[config.mk]
export PLATFORM = sky130hd
export DESIGN_NAME = adj_key_ctrl
export DESIGN_NICKNAME = d
export VERILOG_FILES = /design/src/rtl/adj_key_ctrl.sv
export SDC_FILE = /design/constraint.sdc
export NUM_CORES = 1
export LEC_CHECK = 0
export CAP_MARGIN = 40
export CORE_MARGIN = 10
export CORE_UTILIZATION = 68
export CTS_CLUSTER_DIAMETER = 60
export DETAILED_ROUTE_END_ITERATION = 6
export DONT_BUFFER_PORTS = 1
export MAX_ROUTING_LAYER = met4
export PLACE_DENSITY = 0.92
export SLEW_MARGIN = 10
export SYNTH_ARGS = -nofsm -noshare
export SYNTH_HDL_FRONTEND = slang
export SYNTH_SLANG_ARGS = --single-unit
export TNS_END_PERCENT = 1
[constraint.sdc]
create_clock -name CLOCK_50 -period 7 [get_ports CLOCK_50]
set_input_delay 1.05 -clock CLOCK_50 [delete_from_list [all_inputs] [get_ports CLOCK_50]]
set_output_delay 1.05 -clock CLOCK_50 [all_outputs]
set_load 0.02 [all_outputs]
[src/rtl/adj_key_ctrl.sv]
// rtl/adj_key_ctrl.sv - debounced four-key run/set FSM driving digit select, add/clr pulses and blink
// Define ADJ_TIMEOUT_EN to return to run mode after TIMEOUT_CYC idle cycles in set mode.
module adj_key_ctrl #(
  parameter int DEBOUNCE_CYC = 1_000_000,
  parameter int PULSE_CYC    = 4,
  parameter int TIMEOUT_CYC  = 500_000_000,
  parameter int BLINK_CYC    = 12_500_000
) (
  input  logic       CLOCK_50,
  input  logic       rst_n,
  input  logic       key_mode,
  input  logic       key_next,
  input  logic       key_add,
  input  logic       key_clr,
  output logic       adjust,
  output logic [3:0] select,
  output logic       add,
  output logic       clr,
  output logic       blink
);

  localparam int DB_W = $clog2(DEBOUNCE_CYC + 1);
  localparam int PL_W = $clog2(PULSE_CYC + 1);
  localparam int BL_W = $clog2(BLINK_CYC + 1);
  localparam logic [DB_W-1:0] DB_LAST = DB_W'(DEBOUNCE_CYC - 1);
  localparam logic [PL_W-1:0] PL_LAST = PL_W'(PULSE_CYC - 1);
  localparam logic [BL_W-1:0] BL_LAST = BL_W'(BLINK_CYC - 1);

  localparam logic [1:0] RUN      = 2'd0;
  localparam logic [1:0] SET_IDLE = 2'd1;
  localparam logic [1:0] SET_ADD  = 2'd2;
  localparam logic [1:0] SET_CLR  = 2'd3;

  if (DEBOUNCE_CYC < 1 || PULSE_CYC < 1 || TIMEOUT_CYC < 1 || BLINK_CYC < 1) begin : g_bad_param
    $error("adj_key_ctrl: all cycle parameters must be at least 1");
  end

  // key bit order: [3] mode, [2] next, [1] add, [0] clr
  logic [3:0]      key_raw;
  logic [3:0]      sync_q1;
  logic [3:0]      sync_q2;
  logic [3:0]      deb_lvl;
  logic [3:0]      armed;
  logic [3:0]      differ;
  logic [3:0]      settled;
  logic [3:0]      key_ev;
  logic [DB_W-1:0] db_cnt [4];

  logic            ev_mode;
  logic            ev_next;
  logic            ev_add;
  logic            ev_clr;
  logic            ev_any;
  logic            timeout;

  logic [1:0]      state;
  logic [PL_W-1:0] pulse_cnt;
  logic [BL_W-1:0] blink_cnt;

  assign key_raw = {key_mode, key_next, key_add, key_clr};

  // Synchronizers reset high so a key held through reset reads as pressed until seen released.
  always_ff @(posedge CLOCK_50 or negedge rst_n) begin
    if (!rst_n) begin
      sync_q1 <= 4'hF;
      sync_q2 <= 4'hF;
    end else begin
      sync_q1 <= key_raw;
      sync_q2 <= sync_q1;
    end
  end

  // An unarmed key first has to be debounced low before any rising edge counts.
  always_comb begin
    for (int i = 0; i < 4; i++) begin
      differ[i]  = sync_q2[i] != (armed[i] ? deb_lvl[i] : 1'b1);
      settled[i] = differ[i] && (db_cnt[i] == DB_LAST);
      key_ev[i]  = armed[i] && settled[i] && sync_q2[i];
    end
  end

  always_ff @(posedge CLOCK_50 or negedge rst_n) begin
    if (!rst_n) begin
      deb_lvl <= '0;
      armed   <= '0;
      for (int i = 0; i < 4; i++) begin
        db_cnt[i] <= '0;
      end
    end else begin
      for (int i = 0; i < 4; i++) begin
        if (!differ[i]) begin
          db_cnt[i] <= '0;
        end else if (settled[i]) begin
          db_cnt[i] <= '0;
          if (armed[i]) begin
            deb_lvl[i] <= sync_q2[i];
          end else begin
            armed[i] <= 1'b1;
          end
        end else begin
          db_cnt[i] <= db_cnt[i] + DB_W'(1);
        end
      end
    end
  end

  assign ev_mode = key_ev[3];
  assign ev_next = key_ev[2];
  assign ev_add  = key_ev[1];
  assign ev_clr  = key_ev[0];
  assign ev_any  = |key_ev;

`ifdef ADJ_TIMEOUT_EN
  localparam int TO_W = $clog2(TIMEOUT_CYC + 1);
  localparam logic [TO_W-1:0] TO_LAST = TO_W'(TIMEOUT_CYC - 1);

  logic [TO_W-1:0] idle_cnt;

  always_ff @(posedge CLOCK_50 or negedge rst_n) begin
    if (!rst_n) begin
      idle_cnt <= '0;
    end else if (state != SET_IDLE || ev_any) begin
      idle_cnt <= '0;
    end else if (idle_cnt != TO_LAST) begin
      idle_cnt <= idle_cnt + TO_W'(1);
    end
  end

  assign timeout = (state == SET_IDLE) && !ev_any && (idle_cnt == TO_LAST);
`else
  assign timeout = 1'b0;
`endif

  // add/clr come straight from flops: the time datapath clocks on them.
  always_ff @(posedge CLOCK_50 or negedge rst_n) begin
    if (!rst_n) begin
      state     <= RUN;
      adjust    <= 1'b1;
      select    <= 4'd0;
      add       <= 1'b0;
      clr       <= 1'b0;
      pulse_cnt <= '0;
    end else begin
      case (state)
        RUN: begin
          if (ev_mode) begin
            state  <= SET_IDLE;
            adjust <= 1'b0;
          end
        end
        SET_IDLE: begin
          if (ev_mode || timeout) begin
            state  <= RUN;
            adjust <= 1'b1;
          end else if (ev_clr) begin
            state     <= SET_CLR;
            clr       <= 1'b1;
            pulse_cnt <= '0;
          end else if (ev_add) begin
            state     <= SET_ADD;
            add       <= 1'b1;
            pulse_cnt <= '0;
          end else if (ev_next) begin
            select <= select + 4'd1;
          end
        end
        SET_ADD, SET_CLR: begin
          if (pulse_cnt == PL_LAST) begin
            state     <= SET_IDLE;
            add       <= 1'b0;
            clr       <= 1'b0;
            pulse_cnt <= '0;
          end else begin
            pulse_cnt <= pulse_cnt + PL_W'(1);
          end
        end
        default: begin
          state  <= RUN;
          adjust <= 1'b1;
          add    <= 1'b0;
          clr    <= 1'b0;
        end
      endcase
    end
  end

  always_ff @(posedge CLOCK_50 or negedge rst_n) begin
    if (!rst_n) begin
      blink     <= 1'b0;
      blink_cnt <= '0;
    end else if (state == RUN) begin
      blink     <= ev_mode;
      blink_cnt <= '0;
    end else if (state == SET_IDLE && (ev_mode || timeout)) begin
      blink     <= 1'b0;
      blink_cnt <= '0;
    end else if (blink_cnt == BL_LAST) begin
      blink     <= ~blink;
      blink_cnt <= '0;
    end else begin
      blink_cnt <= blink_cnt + BL_W'(1);
    end
  end

endmodule

---- Word-level counts from Yosys, hierarchy flattened ----
Cells that the tools add are included.
word-level totals
  register bits after elaboration ......... 133
  output and inout bits ................... 8
  word-level logic and storage cells ...... 127
  input port bits ......................... 6
operators by class
  bitwise gates (word level) .............. 4
  $add $sub $neg .......................... 7
  reduce and logical (&&, ||, !) cells .... 32
  eq/ne operators ......................... 22
  mux-type cells .......................... 40
operators by type and width
  kind                     number
  $mux W20                 8
  $add A20 B1 Y20 const B  4
  $eq A20 B20 Y1 const B   4
  $mux W24                 3
  $add A24 B1 Y24 const B  1
  $eq A24 B24 Y1 const B   1
  $reduce_and A3 Y1        7
  $mux W1                  15
  $ne A2 B2 Y1 const B     7
  $logic_and A1 B1 Y1      13
  $mux W3                  4
  $mux W2                  5
  $reduce_and A5 Y1        2
  $reduce_and A2 Y1        4
  $pmux W1 S2              3
  $pmux W2 S3              1
  $pmux W3 S2              1
  $add A4 B1 Y4 const B    1
  $eq A2 B2 Y1 const B     2
  $ne A1 B1 Y1             4
  $ne A4 B4 Y1 const B     1
  $not A1 Y1               4
  $reduce_and A4 Y1        1
  $reduce_bool A2 Y1       2
  7 further kinds          7

---- Logic depth before layout (Yosys ltp) ----
Gate-level depths: netlist (run 1).
  depth in word-level cells ............... 9
  mapped depth ............................ 9
  mapped depth without buffers ............ 6

---- Least setup slack after synthesis (run 1) ----
OpenSTA, ideal clock, no wires.
  kind .................................... reg2reg
  start ................................... reg db_cnt[33] (netlist bit)
  end ..................................... reg select[1]
  path buffers ............................ 0
  data required time ...................... 6.875 ns
  library setup time ...................... 0.125 ns
  data arrival time ....................... 2.195 ns
  stages on the path, launching flop included .. 6
  setup slack ............................. 4.680 ns
  clock period less this slack ............ 2.320 ns
  path through ............................ dfrtp_1 > or4_4 > nor4_4 > nand4_2 > or4_4 > mux2_4
between the ends
  cells in the longest elaborated chain, start to end .. 5
RTL lines
  element                           RTL line  source
  start: declaration                47        logic [DB_W-1:0] db_cnt [4];
  start signal: indexed assignment  101       db_cnt[i] <= db_cnt[i] + DB_W'(1);
  $eq A20 B20 Y1                    77        settled[i] = differ[i] && (db_cnt[i] == DB_LAST);
  $logic_and A1 B1 Y1               77
  $logic_and A1 B1 Y1 (2 in a row)  78        key_ev[i] = armed[i] && settled[i] && sync_q2[i];
  $reduce_and A5 Y1 (no line)       --
  end signal: assignment            164       select <= select + 4'd1;
  end: declaration                  16        output logic [3:0] select,
Every way passes these cells.
A chain may end at the register's enable or synchronous reset.

---- Worst setup path after layout (run 1) ----
  start ................................... reg db_cnt[0] (netlist bit)
  end ..................................... reg blink_cnt[5]
between the ends
  cells in the longest elaborated chain, start to end .. 7
RTL lines
  element                           RTL line  source
  $eq A20 B20 Y1                    77
  $logic_and A1 B1 Y1               77
  $logic_and A1 B1 Y1 (2 in a row)  78
  $logic_and A1 B1 Y1               194       end else if (state == SET_IDLE && (ev_mode || timeout)) begin
  $mux W24                          194
  $mux W24                          191       end else if (state == RUN) begin
  end signal: assignment            201       blink_cnt <= blink_cnt + BL_W'(1);
  end: declaration                  58        logic [BL_W-1:0] blink_cnt;
Every way passes these cells.

==> summary.txt, run 1 <==
Timing
  • RSZ-0062 raised after global routing: no
  • Final setup TNS: 0 ns
  • Setup Viol. Count Final: 0
  • Worst-Margin Slew: 0.8270 ns
  • Fin. max-slew vios: 0
  • Achievable clock frequency: 399.0 MHz
  • Skew final: 0.01026 ns
  • Min cycle time layout: 2.506 ns
  • Final hold viol count: 0
  • Tcrit/Tclk final: 35.80%
  • Slew HR: 44.36%

Synth
  • Syn Inst Count: 633
  • Netlist Area Pre-Place: 0.006279 mm2
  • Synth cell types: 46
  • Dominant synthesized flop cell: dfrtp_1
  • Synthesized area per cell: 9.919 um2
  • Number of flops mapped to enable cells by yosys: 0
  • Syn nets: 646
  • Synth Warn #: 0
  • Asr flop ratio synth: 100.0%
  • Register area share after synthesis: 53.19%
  • #FFs+latches synth: 133

Setup path
  • Crit path capture type: register
  • R2R setup slack: 4.49 ns
  • Crit path max fanout: 24
  • Critical path type: reg -> reg
  • Critical Path AT: 2.90 ns
  • Worst EP required: 7.39 ns
  • CP Launch Type: register

Detailed routing
  • Drt pass-1 iters: 5
  • Routed wire length: 13,640 um
  • Detail-routed via count per cell: 6.191
  • DRC violations left: 0
  • Residual antenna-violating net count after detailed routing: 0
  • Routed via count: 4,736
  • DR iter-0 viols: 498
  • Wire per inst: 17.83 um

Cells and area
  • Multi-input gate area: 0.002798 mm2
  • Layout Utilization: 76.51%
  • Final Cell Area: 0.006969 mm2
  • Leading cell type in the layout, fill and taps excluded: nor2_1
  • Synthesis-to-finish area growth: 11.00%
  • Nets: 654
  • Fillers: 523
  • Most frequent cells in the layout: nor2_1, dfrtp_1, xnor2_1, nand2_1, nand3_1
  • N_diodes: 0
  • Register area: 0.003339 mm2
  • Layout cell share with drive strength beyond 1: 8.257%

GRT
  • Total GRT Usage: 22.43%
  • GR Util met3: 5.342%
  • Most used routing layer in global routing: met2
  • GR Util met2: 37.50%
  • Initial antenna violation count: 0
  • Grt ovf: 0
  • Largest net degree at the start of global routing: 134
  • Vias in the first global route: 5,029
  • Global-route wire length before repair: 23,540 um
  • Met1 usage: 25.25%

Clocking
  • Hold-fix buffers, CTS: 0
  • Clock transition at path regs: 0.06 ns
  • Root Driver: clkbuf_8
  • Htree depth: 4
  • Sink Count: 133
  • CTS buffer count: 17
  • Clock buffer depth: 2
  • Post-CTS Setup Bufs: 0
  • Post-CTS sizing: 0
  • Skew-Pair Late Insertion Delay: 0.53 ns
  • CTS tree: done

Placement
  • Post-DP HPWL: 8247 um
  • GP Congestion: 0.8459
  • Placed Area: 0.006381 mm2
  • Port Buf Inserts: 0

Min path
  • Worst hold path class: in -> async

Power
  • Maximum vdd ir drop: 0.2007 mV
  • PwrDens: 243.1 mW/mm2
  • Leak: 2.885 nW
  • Total Power: 1.694 mW

Floorplan
  • Die Ht: 116.1 um
  • Core area: 0.009109 mm2
  • Die area: 0.01348 mm2
  • Initial core utilization: 68.93%
  • Die X: 116.1 um
  • Rows: 35
  • Num ports: 14

Run
  • Max Cap Viol: 0

Status
  • Outcome: complete, no violations
## worst max-delay path, cell delays in order, from the launching register on
cell and delay [ns]:
dfrtp_1 0.41, ha_1 0.28, nand2_1 0.07, nor4_1 0.64, a41oi_1 0.36, o21ai_1 0.22, buf_4 0.29, nor2_1 0.11
## cells in the mapped netlist (4+ instances only)
library cell	number	area share, %
xnor2_1	67	9.3
or4_1	4	0.48
nor2_1	135	8.1
and3_1	10	1.0
clkbuf_1	11	0.66
ha_1	7	1.4
nand3_1	35	2.8
inv_1	24	1.4
o21ai_0	5	0.40
dfrtp_1	124	49
nor2b_1	5	0.50
nand2_1	45	2.7
nand4_1	19	1.9
and2_1	7	0.70
nor3_1	22	1.8
and4_1	7	0.98
nand2b_1	4	0.40
xor2_1	33	4.6
nor4_1	16	1.6
dfstp_2	9	3.8
## registers in the layout, indices dropped and copies added, names as in the netlist
signal,cells
add,1
adjust,1
armed,4
blink,1
blink_cnt,24
clr,1
db_cnt,80
deb_lvl,4
pulse_cnt,3
select,4
state,2
sync_q1,4
sync_q2,4
## layer usage
metal | up-vias | part of all wire [%]
met5 | - | 0
met4 | 0 | 2.2
met3 | 44 | 5.7
met2 | 187 | 53
met1 | 2362 | 39
li1 | 2143 | -
## logic make-up after synthesis
kind of cell             synth area share (%)
flip-flops                              53.19
buffers and inverters                   2.252
adder cells (fa/ha/maj)                 1.395
AO/OA/AOI/OAI                           2.032
AND/OR/NAND/NOR                         26.15
XOR/XNOR                                14.21
multiplexers                           0.7771
## metrics by stage
| stage | setup WS (ns) | cells | hold WS, ns |
|---|---|---|---|
| finish | 4.494 | 765 | 0.2197 |
| global route | 4.265 | 765 | 0.1982 |
| CTS | 4.540 | 765 | 0.2074 |
| detailed placement | 4.589 | 733 | 0.3470 |
| global placement | 4.603 | 733 | 0.3456 |
| floorplan | 4.680 | 633 | 0.3452 |
## where the power goes
part           switching, mW  internal, mW
Clock                  0.338         0.550
Sequential           0.00723         0.779
Combinational         0.0128       0.00706
## final cells by class
cell class	count	share of cell area (%)
flip-flops and latches	133	47.92
well taps	111	1.993
repair buffers	2	0.2154
inverters	24	1.293
multi-input cells	463	40.14
clock buffers	19	6.194
clock inverters	13	2.244
## path summary, 6_finish.rpt
kind / from / endpoint / cells past startpoint
worst max-delay path: db_cnt[0]$_DFF_PN0_ / blink_cnt[5]$_DFF_PN0_ / 7
worst min-delay path: rst_n / db_cnt[3]$_DFF_PN0_ / 0
worst max register to register: db_cnt[0]$_DFF_PN0_ / blink_cnt[5]$_DFF_PN0_ / 7
worst min register to register: sync_q1[1]$_DFF_PN1_ / sync_q2[1]$_DFF_PN1_ / 0
max in group asynchronous: rst_n / sync_q2[2]$_DFF_PN1_ / 0
min in group CLOCK_50: sync_q1[1]$_DFF_PN1_ / sync_q2[1]$_DFF_PN1_ / 0
Power figures use the tool's default switching activity.
==> inputs of run 2 (changes only) <==
Settings changed: CORE_UTILIZATION 68 to 57, PLACE_DENSITY 0.92 to 0.83.
Clock period 7 ns to 2.24 ns, I/O delays scaled along.
==> run 2 against run 1 <==
  * The flow now finishes with violations (hold timing)
  * Sequential cell count is the same
  * Cell count grew 7.5%
  * Sequential power grew to 3.1 times the previous value
  * Count of clock-buffer cells in the layout shrank 1
  * Global-route usage shrank 5.2 points
  * First-iteration DRC count shrank 24%
  * Critical endpoint unchanged
  * Largest cell class unchanged
==> summary.txt, run 2 (synthesized netlist as in run 1, its figures left out) <==
Setup path
  • RR Startpoint: blink_cnt[20]$_DFF_PN0_ (was db_cnt[0]$_DFF_PN0_)
  • Crit. Startpoint: blink_cnt[20]$_DFF_PN0_ (was db_cnt[0]$_DFF_PN0_)
  • Worst EP required: 2.64 ns (was 7.39 ns)
  • Crit path max fanout: 24 (unchanged)
  • Critical path type: reg -> reg (unchanged)
  • CP Launch Type: register (unchanged)
  • RR Endpoint: blink_cnt[5]$_DFF_PN0_ (unchanged)
  • Critical Path AT: 2.59 ns (was 2.90 ns)
  • Worst r2r path cells: 6 (was 7)
  • CP endpoint: blink_cnt[5]$_DFF_PN0_ (unchanged)
  • Crit path capture type: register (unchanged)
  • R2R setup slack: 0.05 ns (was 4.49 ns)

Timing
  • RSZ-0062 raised after global routing: yes (was no)
  • Hold slack: -0.4880 ns (was 0.2197 ns)
  • Worst-Margin Slew: 0.5969 ns (was 0.8270 ns)
  • Tcrit/Tclk final: 97.97% (was 35.80%)
  • Min cycle time layout: 2.194 ns (was 2.506 ns)
  • Final setup TNS: 0 ns (unchanged)
  • Final hold viol count: 133 (was 0)
  • Fin. max-slew vios: 0 (unchanged)
  • Achievable clock frequency: 455.7 MHz (was 399.0 MHz)
  • Skew final: 0.006151 ns (was 0.01026 ns)
  • Setup Viol. Count Final: 0 (unchanged)
  • Slew HR: 59.84% (was 44.36%)

Detailed routing
  • Wire per inst: 15.47 um (was 17.83 um)
  • Routed wire length: 12,720 um (was 13,640 um)
  • Routed via count: 4,636 (was 4,736)
  • Detail-routed via count per cell: 5.640 (was 6.191)
  • DR iter-0 viols: 379 (was 498)
  • Residual antenna-violating net count after detailed routing: 0 (unchanged)
  • Drt pass-1 iters: 5 (unchanged)
  • DRC violations left: 0 (unchanged)

Floorplan
  • Num ports: 14 (unchanged)
  • Rows: 38 (was 35)
  • Die Ht: 125.0 um (was 116.1 um)
  • Core area: 0.01079 mm2 (was 0.009109 mm2)
  • Initial core utilization: 58.17% (was 68.93%)
  • Die area: 0.01561 mm2 (was 0.01348 mm2)
  • Die X: 125.0 um (was 116.1 um)

Clocking
  • Sink Count: 133 (unchanged)
  • Htree depth: 4 (unchanged)
  • Root Driver: clkbuf_8 (unchanged)
  • Hold-fix buffers, CTS: 4 (was 0)
  • Skew-Pair Late Insertion Delay: 0.52 ns (was 0.53 ns)
  • Clock transition at path regs: 0.06 ns (about the same)
  • CTS tree: done (unchanged)
  • Clock buffer depth: 2 (unchanged)
  • CTS buffer count: 17 (unchanged)

Power
  • Maximum vdd ir drop: 0.6827 mV (was 0.2007 mV)
  • PwrDens: 753.4 mW/mm2 (was 243.1 mW/mm2)
  • Leak: 3.064 nW (was 2.885 nW)
  • Total Power: 5.538 mW (was 1.694 mW)

GRT
  • Global-route wire length before repair: 22,090 um (was 23,540 um)
  • Largest net degree at the start of global routing: 134 (unchanged)
  • Total GRT Usage: 17.20% (was 22.43%)
  • Grt ovf: 0 (unchanged)
  • Initial antenna violation count: 0 (unchanged)
  • Vias in the first global route: 4,806 (was 5,029)

Cells and area
  • Synthesis-to-finish area growth: 17.08% (was 11.00%)
  • Non-Filler Instances: 822 (was 765)
  • Most frequent cells in the layout: nor2_1, dfrtp_1, xnor2_1, nand2_1, nand3_1 (unchanged)
  • Biggest registers after layout: db_cnt: 80 flops, blink_cnt: 24 flops (unchanged)
  • Layout cell share with drive strength beyond 1: 12.90% (was 8.257%)
  • Nets: 682 (was 654)
  • Largest register FFs: 80 (unchanged)
  • Leading cell type in the layout, fill and taps excluded: nor2_1 (unchanged)
  • Largest Register: db_cnt (unchanged)
  • N_diodes: 0 (unchanged)

Placement
  • Port Buf Inserts: 0 (unchanged)
  • GP Congestion: 0.8231 (was 0.8459)
  • Post-DP HPWL: 8084 um (was 8247 um)
  • Inst Count DP: 784 (was 733)

Status
  • Outcome: complete, but fails checks (was complete, no violations)
  • Failing checks: hold timing

Min path
  • Worst hold path class: in -> async (unchanged)

Run
  • Max Cap Viol: 0 (unchanged)
-- run 2: cell type report --
type                       instances  area, um2
clock inverter                    14      224.0
tap                              140      175.2
clock buffer                      18      417.9
sequential                       133       3339
multi-input combinational        463       2844
inverter                          24      90.09
timing repair buffer              30      260.3
fill                             742       3442
-- run 2: worst min path at each step --
stage	from	to
final	rst_n	db_cnt[18]$_DFF_PN0_
after global routing	rst_n	deb_lvl[3]$_DFFE_PN0P_
after CTS	rst_n	db_cnt[3]$_DFF_PN0_
after detailed placement	rst_n	db_cnt[3]$_DFF_PN0_
after global placement	rst_n	db_cnt[18]$_DFF_PN0_
after floorplan	rst_n	add$_DFFE_PN0P_
-- run 2: layer usage --
metal | track usage [%] | vias up | part of all wire [%]
met5 | - | - | 0
met4 | 5.352 | 0 | 1.7
met3 | 4.478 | 20 | 3.6
met2 | 29.62 | 106 | 53
met1 | 19.20 | 2302 | 42
li1 | - | 2208 | -
-- run 2: power by group --
part           leakage, nW  switching, mW  internal, mW  total (mW)
clock network        0.299           1.07          1.93        3.00
logic                0.948         0.0426        0.0347      0.0773
registers             1.82         0.0240          2.43        2.46
-- run 2: stage by stage --
stage | utilization (%) | area, um2 | worst slack, ns
2_1_floorplan | - | 6282 | -0.01983
3_3_place_gp | 61.26 | 6611 | -0.001912
3_5_place_dp | 61.26 | 6611 | -0.01264
4_1_cts | 67.61 | 7297 | -0.02172
5_1_grt | 68.11 | 7351 | -0.02519
6_report | 68.11 | 7351 | 0.04556
-- run 2: repair_timing --
action                                  4_1_cts  5_1_grt
gates resized for setup                       1        9
setup buffers                                 0        2
cloned                                        0        0
endpoints found under the setup margin       25       50
pin swaps                                     0        4
hold endpoints to repair                    137      133
-- run 2: critical path: stages, from the launching register on --
cell and delay (ns):
dfrtp_1 0.42, nand3_1 0.17, or4b_1 0.56, or4_4 0.53, o21ai_2 0.13, buf_12 0.20
nor2_1 0.07
==> inputs of run 3 (changes only) <==
--- a/config.mk
+++ b/config.mk
@@ -8,4 +8,5 @@
 export CAP_MARGIN = 40
+export CORE_ASPECT_RATIO = 0.9
 export CORE_MARGIN = 10
-export CORE_UTILIZATION = 57
+export CORE_UTILIZATION = 25
 export CTS_CLUSTER_DIAMETER = 60
@@ -14,3 +15,3 @@
 export MAX_ROUTING_LAYER = met4
-export PLACE_DENSITY = 0.83
+export PLACE_DENSITY = 0.48
 export SLEW_MARGIN = 10
--- a/constraint.sdc
+++ b/constraint.sdc
@@ -3,2 +3,2 @@
 set_output_delay 0.336 -clock CLOCK_50 [all_outputs]
-set_load 0.02 [all_outputs]
+set_load 0.1 [all_outputs]
==> run 3 against run 2 <==
  * The run still ends with hold timing left
  * Setup slack got worse by 0.025 ns
  * Sequential share of layout area fell by 2.0 points
  * Critical path depth fell by 1
  * Count of clock-buffer cells in the layout rose by 1
  * Die area rose by 100%
  * Core utilization fell by 37 points
  * Clock power rose by 2%
  * Cell count rose by 25%
  * Register-to-register slack got worse by 0.02 ns
  * Critical path type unchanged
  * Critical endpoint is now select[1]$_DFFE_PN0P_
==> summary.txt, run 3 (synthesized netlist as in run 1, its figures left out) <==
Setup path
  • Crit path max fanout: 2 (was 24)
  • CP most frequent cell: or4_4
  • Worst EP required: 2.54 ns (was 2.64 ns)
  • Slowest cell on the critical path: or4_4 (was or4b_1)
  • Crit path capture type: register (unchanged)
  • CP cell instances: or4_4 -> nor4_4 -> nand4_2 -> or4_4 -> mux2_4 (was nand3_1 -> or4b_1 -> or4_4 -> o21ai_2 -> buf_12 -> nor2_1)
  • Cell family with most CP delay: simple AND/OR/NAND/NOR gates (unchanged)
  • Slowest cell delay on critical path: 0.56 ns (about the same)
  • CP bufs+invs: 0 (was 1)
  • Critical Path AT: 2.52 ns (was 2.59 ns)
  • Critical path type: reg -> reg (unchanged)
  • CP Launch Type: register (unchanged)

Cells and area
  • Non-Filler Instances: 1,027 (was 822)
  • Biggest registers after layout: db_cnt: 80 flops, blink_cnt: 24 flops (unchanged)
  • N_diodes: 0 (unchanged)
  • Most frequent cells in the layout: nor2_1, dfrtp_1, xnor2_1, nand2_1, nand3_1 (unchanged)
  • Layout cell share with drive strength beyond 1: 13.89% (was 12.90%)
  • Largest register FFs: 80 (unchanged)
  • Layout Utilization: 31.40% (was 68.11%)
  • Largest Register: db_cnt (unchanged)
  • Leading cell type in the layout, fill and taps excluded: nor2_1 (unchanged)
  • Synthesis-to-finish area growth: 22.34% (was 17.08%)
  • Nets: 691 (was 682)

Placement
  • Inst Count DP: 991 (was 784)
  • Post-DP HPWL: 8127 um (was 8084 um)
  • Port Buf Inserts: 0 (unchanged)
  • GP Congestion: 0.7347 (was 0.8231)

Clocking
  • Clock transition at path regs: 0.06 ns (about the same)
  • Htree depth: 4 (unchanged)
  • Root Driver: clkbuf_16 (was clkbuf_8)
  • Clock buffer depth: 2 (unchanged)
  • CTS tree: done (unchanged)
  • Sink Count: 133 (unchanged)
  • Post-CTS Setup Bufs: 0 (unchanged)
  • Hold-fix buffers, CTS: 4 (unchanged)
  • CTS buffer count: 17 (unchanged)
  • Skew-Pair Late Insertion Delay: 0.43 ns (was 0.52 ns)

Detailed routing
  • DRC violations left: 0 (unchanged)
  • Routed wire length: 12,460 um (was 12,720 um)
  • Residual antenna-violating net count after detailed routing: 0 (unchanged)
  • DR iter-0 viols: 247 (was 379)
  • Detail-routed via count per cell: 4.212 (was 5.640)
  • Routed via count: 4,326 (was 4,636)
  • Drt pass-1 iters: 4 (was 5)
  • Wire per inst: 12.13 um (was 15.47 um)

Status
  • Outcome: complete, but fails checks (unchanged)
  • Failing checks: hold timing (unchanged)

Timing
  • Min cycle time layout: 2.219 ns (was 2.194 ns)
  • Hold slack: -0.3780 ns (was -0.4880 ns)
  • Final hold viol count: 133 (unchanged)
  • Fin. max-slew vios: 0 (unchanged)
  • RSZ-0062 raised after global routing: yes (unchanged)
  • Achievable clock frequency: 450.6 MHz (was 455.7 MHz)
  • Skew final: 0.01089 ns (was 0.006151 ns)
  • Worst-Margin Slew: 0.6714 ns (was 0.5969 ns)
  • Tcrit/Tclk final: 99.08% (was 97.97%)
  • Slew HR: 54.61% (was 59.84%)
  • Setup Viol. Count Final: 0 (unchanged)

Floorplan
  • Num ports: 14 (unchanged)
  • Die Ht: 170.3 um (was 125.0 um)
  • Die area: 0.03186 mm2 (was 0.01561 mm2)
  • Die X: 187.0 um (was 125.0 um)
  • Initial core utilization: 25.67% (was 58.17%)
  • Rows: 54 (was 38)
  • Core area: 0.02446 mm2 (was 0.01079 mm2)

Min path
  • Worst hold path class: in -> async (unchanged)

GRT
  • Vias in the first global route: 4,362 (was 4,806)
  • Initial antenna violation count: 0 (unchanged)
  • Grt ovf: 0 (unchanged)
  • Total GRT Usage: 8.576% (was 17.20%)
  • Global-route wire length before repair: 21,760 um (was 22,090 um)
  • Largest net degree at the start of global routing: 134 (unchanged)

Power
  • Maximum vdd ir drop: 0.4893 mV (was 0.6827 mV)
  • Leak: 3.136 nW (was 3.064 nW)
  • PwrDens: 730.1 mW/mm2 (was 753.4 mW/mm2)

Run
  • Max Cap Viol: 0 (unchanged)
run 3: final timing paths:
kind	to	slack, ns	startpoint	depth (start not counted)
max	select[1]$_DFFE_PN0P_	0.02	db_cnt[26]$_DFF_PN0_	5
min	db_cnt[19]$_DFF_PN0_	-0.38	rst_n	0
max reg2reg	select[1]$_DFFE_PN0P_	0.02	db_cnt[26]$_DFF_PN0_	5
max in group asynchronous	sync_q2[2]$_DFF_PN1_	2.31	rst_n	0
min in group CLOCK_50	sync_q2[1]$_DFF_PN1_	0.36	sync_q1[1]$_DFF_PN1_	0
min reg2reg	sync_q2[1]$_DFF_PN1_	0.36	sync_q1[1]$_DFF_PN1_	0
run 3: metrics by stage:
stage	total power [mW]	TNS, ns	hold slack (ns)	cell area (um2)	setup slack [ns]
after global routing	5.826	-0.03314	-0.4091	7681	-0.03314
final	5.608	0	-0.3780	7681	0.02060
after global placement	2.576	0	0.05447	6964	0.01312
after detailed placement	2.578	-0.03889	0.05602	6964	-0.03889
after floorplan	2.544	-0.02043	0.04041	6282	-0.02043
after CTS	5.704	-0.004971	-0.4113	7647	-0.004971
run 3: timing repair:
item | 4_1_cts | 5_1_grt
resized for setup | 0 | 7
setup endpoints to repair | 2 | 35
endpoints found under the hold margin | 137 | 133
pin swaps | 4 | 2
run 3: layer usage:
metal	routed length, um	track usage [%]
met2	5227	12.14
met5	0	-
met3	372	2.718
met4	161	2.802
met1	6694	11.35
run 3: cell type report:
class | count | area [um2]
clock inverter | 13 | 190.2
tap | 336 | 420.4
sequential | 133 | 3339
timing repair buffer | 39 | 352.8
fill | 2579 | 16780
clock buffer | 19 | 452.9
multi-input combinational | 463 | 2835
inverter | 24 | 90.09
run 3: power breakdown:
group	switching [mW]	internal (mW)	total (mW)
sequential	0.0217	2.43	2.46
clock	1.13	1.94	3.07
combinational	0.0448	0.0387	0.0835
==> patch (flow settings as in run 3) <==
Build with the macro `ADJ_TIMEOUT_EN` defined.
--- a/src/rtl/adj_key_ctrl.sv
+++ b/src/rtl/adj_key_ctrl.sv
@@ -2,2 +2,4 @@
 // Define ADJ_TIMEOUT_EN to return to run mode after TIMEOUT_CYC idle cycles in set mode.
+`define ADJ_TIMEOUT_EN
+
 module adj_key_ctrl #(
Behaviour: same outputs for any inputs over 10 cycles, from zero or initial values and one cycle with rst_n low; that may be too few to reach the edited logic, so the function may still have changed.
==> patch against run 3 <==
The run still ends with hold timing left; total power is 9.7% higher; clock power about the same; routed wire length rose by 40%; worst setup slack improved by 0.070 ns; synthesized area grew 29%; design area rose by 31%; sequential cell count grew 29; die area increased by 26%; count of clock-buffer cells in the layout is 2 lower; global-route usage up 0.89 points; utilization barely moved.
==> patch: results (changes against run 3) <==
Routing
  • 1st-iter DRT viols: 258 (+4.5%)
  • Met3 wire len: 586 um (+58%)
  • Via density: 4.494 (+6.7%)
  • Met2 routed WL: 7358 um (+41%)
  • Per-cell routed wire length: 12.93 um (+6.6%)

Setup path
  • Worst Setup SP: idle_cnt[20]
  • Slowest-stage cell, CP: or4b_4
  • Max FO, Critical Path: 14 (+12)
  • Worst r2r path cells: 6 (+1)
  • R2R Path End: adjust
  • Reg2reg setup slack: 0.09 ns (+0.07 ns)

Synth
  • Post-synthesis mux area share: 0.8178% (+0.041 points)
  • Library cells used by synthesis: 65 (+41%)
  • Post-synthesis adder-cell area fraction: 1.234% (-0.16 points)
  • Xor/xnor share of the synthesized area: 12.74% (-1.5 points)
  • Register area share after synthesis: 50.13% (-3.1 points)
  • Gate Count Post-Synth: 824 (+30%)
  • Compound-Gate Fraction of Synth Area: 4.521% (+2.5 points)
  • Area contributors post-synth: dfrtp_1 (47%), xnor2_1 (7.2%), nor2_1 (6.1%), xor2_1 (5.5%), nor3_1 (3.1%)
  • Post-synth net total: 838 (+30%)

Status
  • Violated checks: hold timing
  • Outcome: finished with violations

Global route
  • Vias in the first global route: 6020 (+38%)
  • Grt met2 use: 12.99% (+0.85 points)
  • Overall Global Routing Usage: 9.468% (+0.89 points)
  • Met1 Resource Use GR: 12.90% (+1.6 points)
  • First-pass GRT wire length: 30490 um (+40%)

Power and ir drop
  • Leakage: 0.004045 uW (+29%)
  • Cell area power density: 612.8 nW/um2 (-16%)
  • Psw: 1453 uW (+22%)
  • P_comb: 94.8 uW (+14%)

Timing
  • Layout Skew: 0.01607 ns (+0.005183 ns)
  • Max-slew headroom: 61.68% (+7.1 points)
  • Worst hold margin: -0.4089 ns (-0.03090 ns)
  • Final hold violations: 162 (+22%)

Clocking
  • PostCTS Resize Cnt: 4 (+4)
  • Clock latency on the worst-skew pair: 0.45 ns (+0.02 ns)

Place
  • Inst Count DP: 1307 (+32%)
  • Routability cong.: 0.7727 (+5.2%)
  • Detailed placement HPWL: 11760 um (+45%)

Finish
  • Biggest regs: db_cnt (80), idle_cnt (29), blink_cnt (24)
  • Final net count: 930 (+35%)
  • Share of layout cells above drive strength 1: 19.38% (+5.5 points)
-- patch: cell count changes after synthesis, sizes merged, moves of 8 or more --
cell / run 3 / this run
and4: 7 / 15
a21oi: 3 / 14
dfrtp: 124 / 153
o31ai: 1 / 10
nor3: 22 / 51
xor2: 33 / 51
buf: 2 / 17
nand2: 45 / 60
nand4: 20 / 31
nand3: 35 / 49
-- patch: cell type report --
cell class	instances	area [um2]
fillers	3350	21920
flip-flops and latches	162	4065
multi-input cells	614	3930
repair buffers	98	815.8
well taps	416	520.5
clock buffers	17	425.4
clock inverters	15	195.2
inverters	23	86.33
-- patch: metrics by stage --
| step | area (um2) | setup WS (ns) |
|---|---|---|
| floorplan | 8109 | 0.1816 |
| global placement | 9251 | -0.04827 |
| detailed placement | 9251 | -0.1004 |
| CTS | 9926 | -0.01762 |
| global route | 10040 | -0.01848 |
| finish | 10040 | 0.09072 |
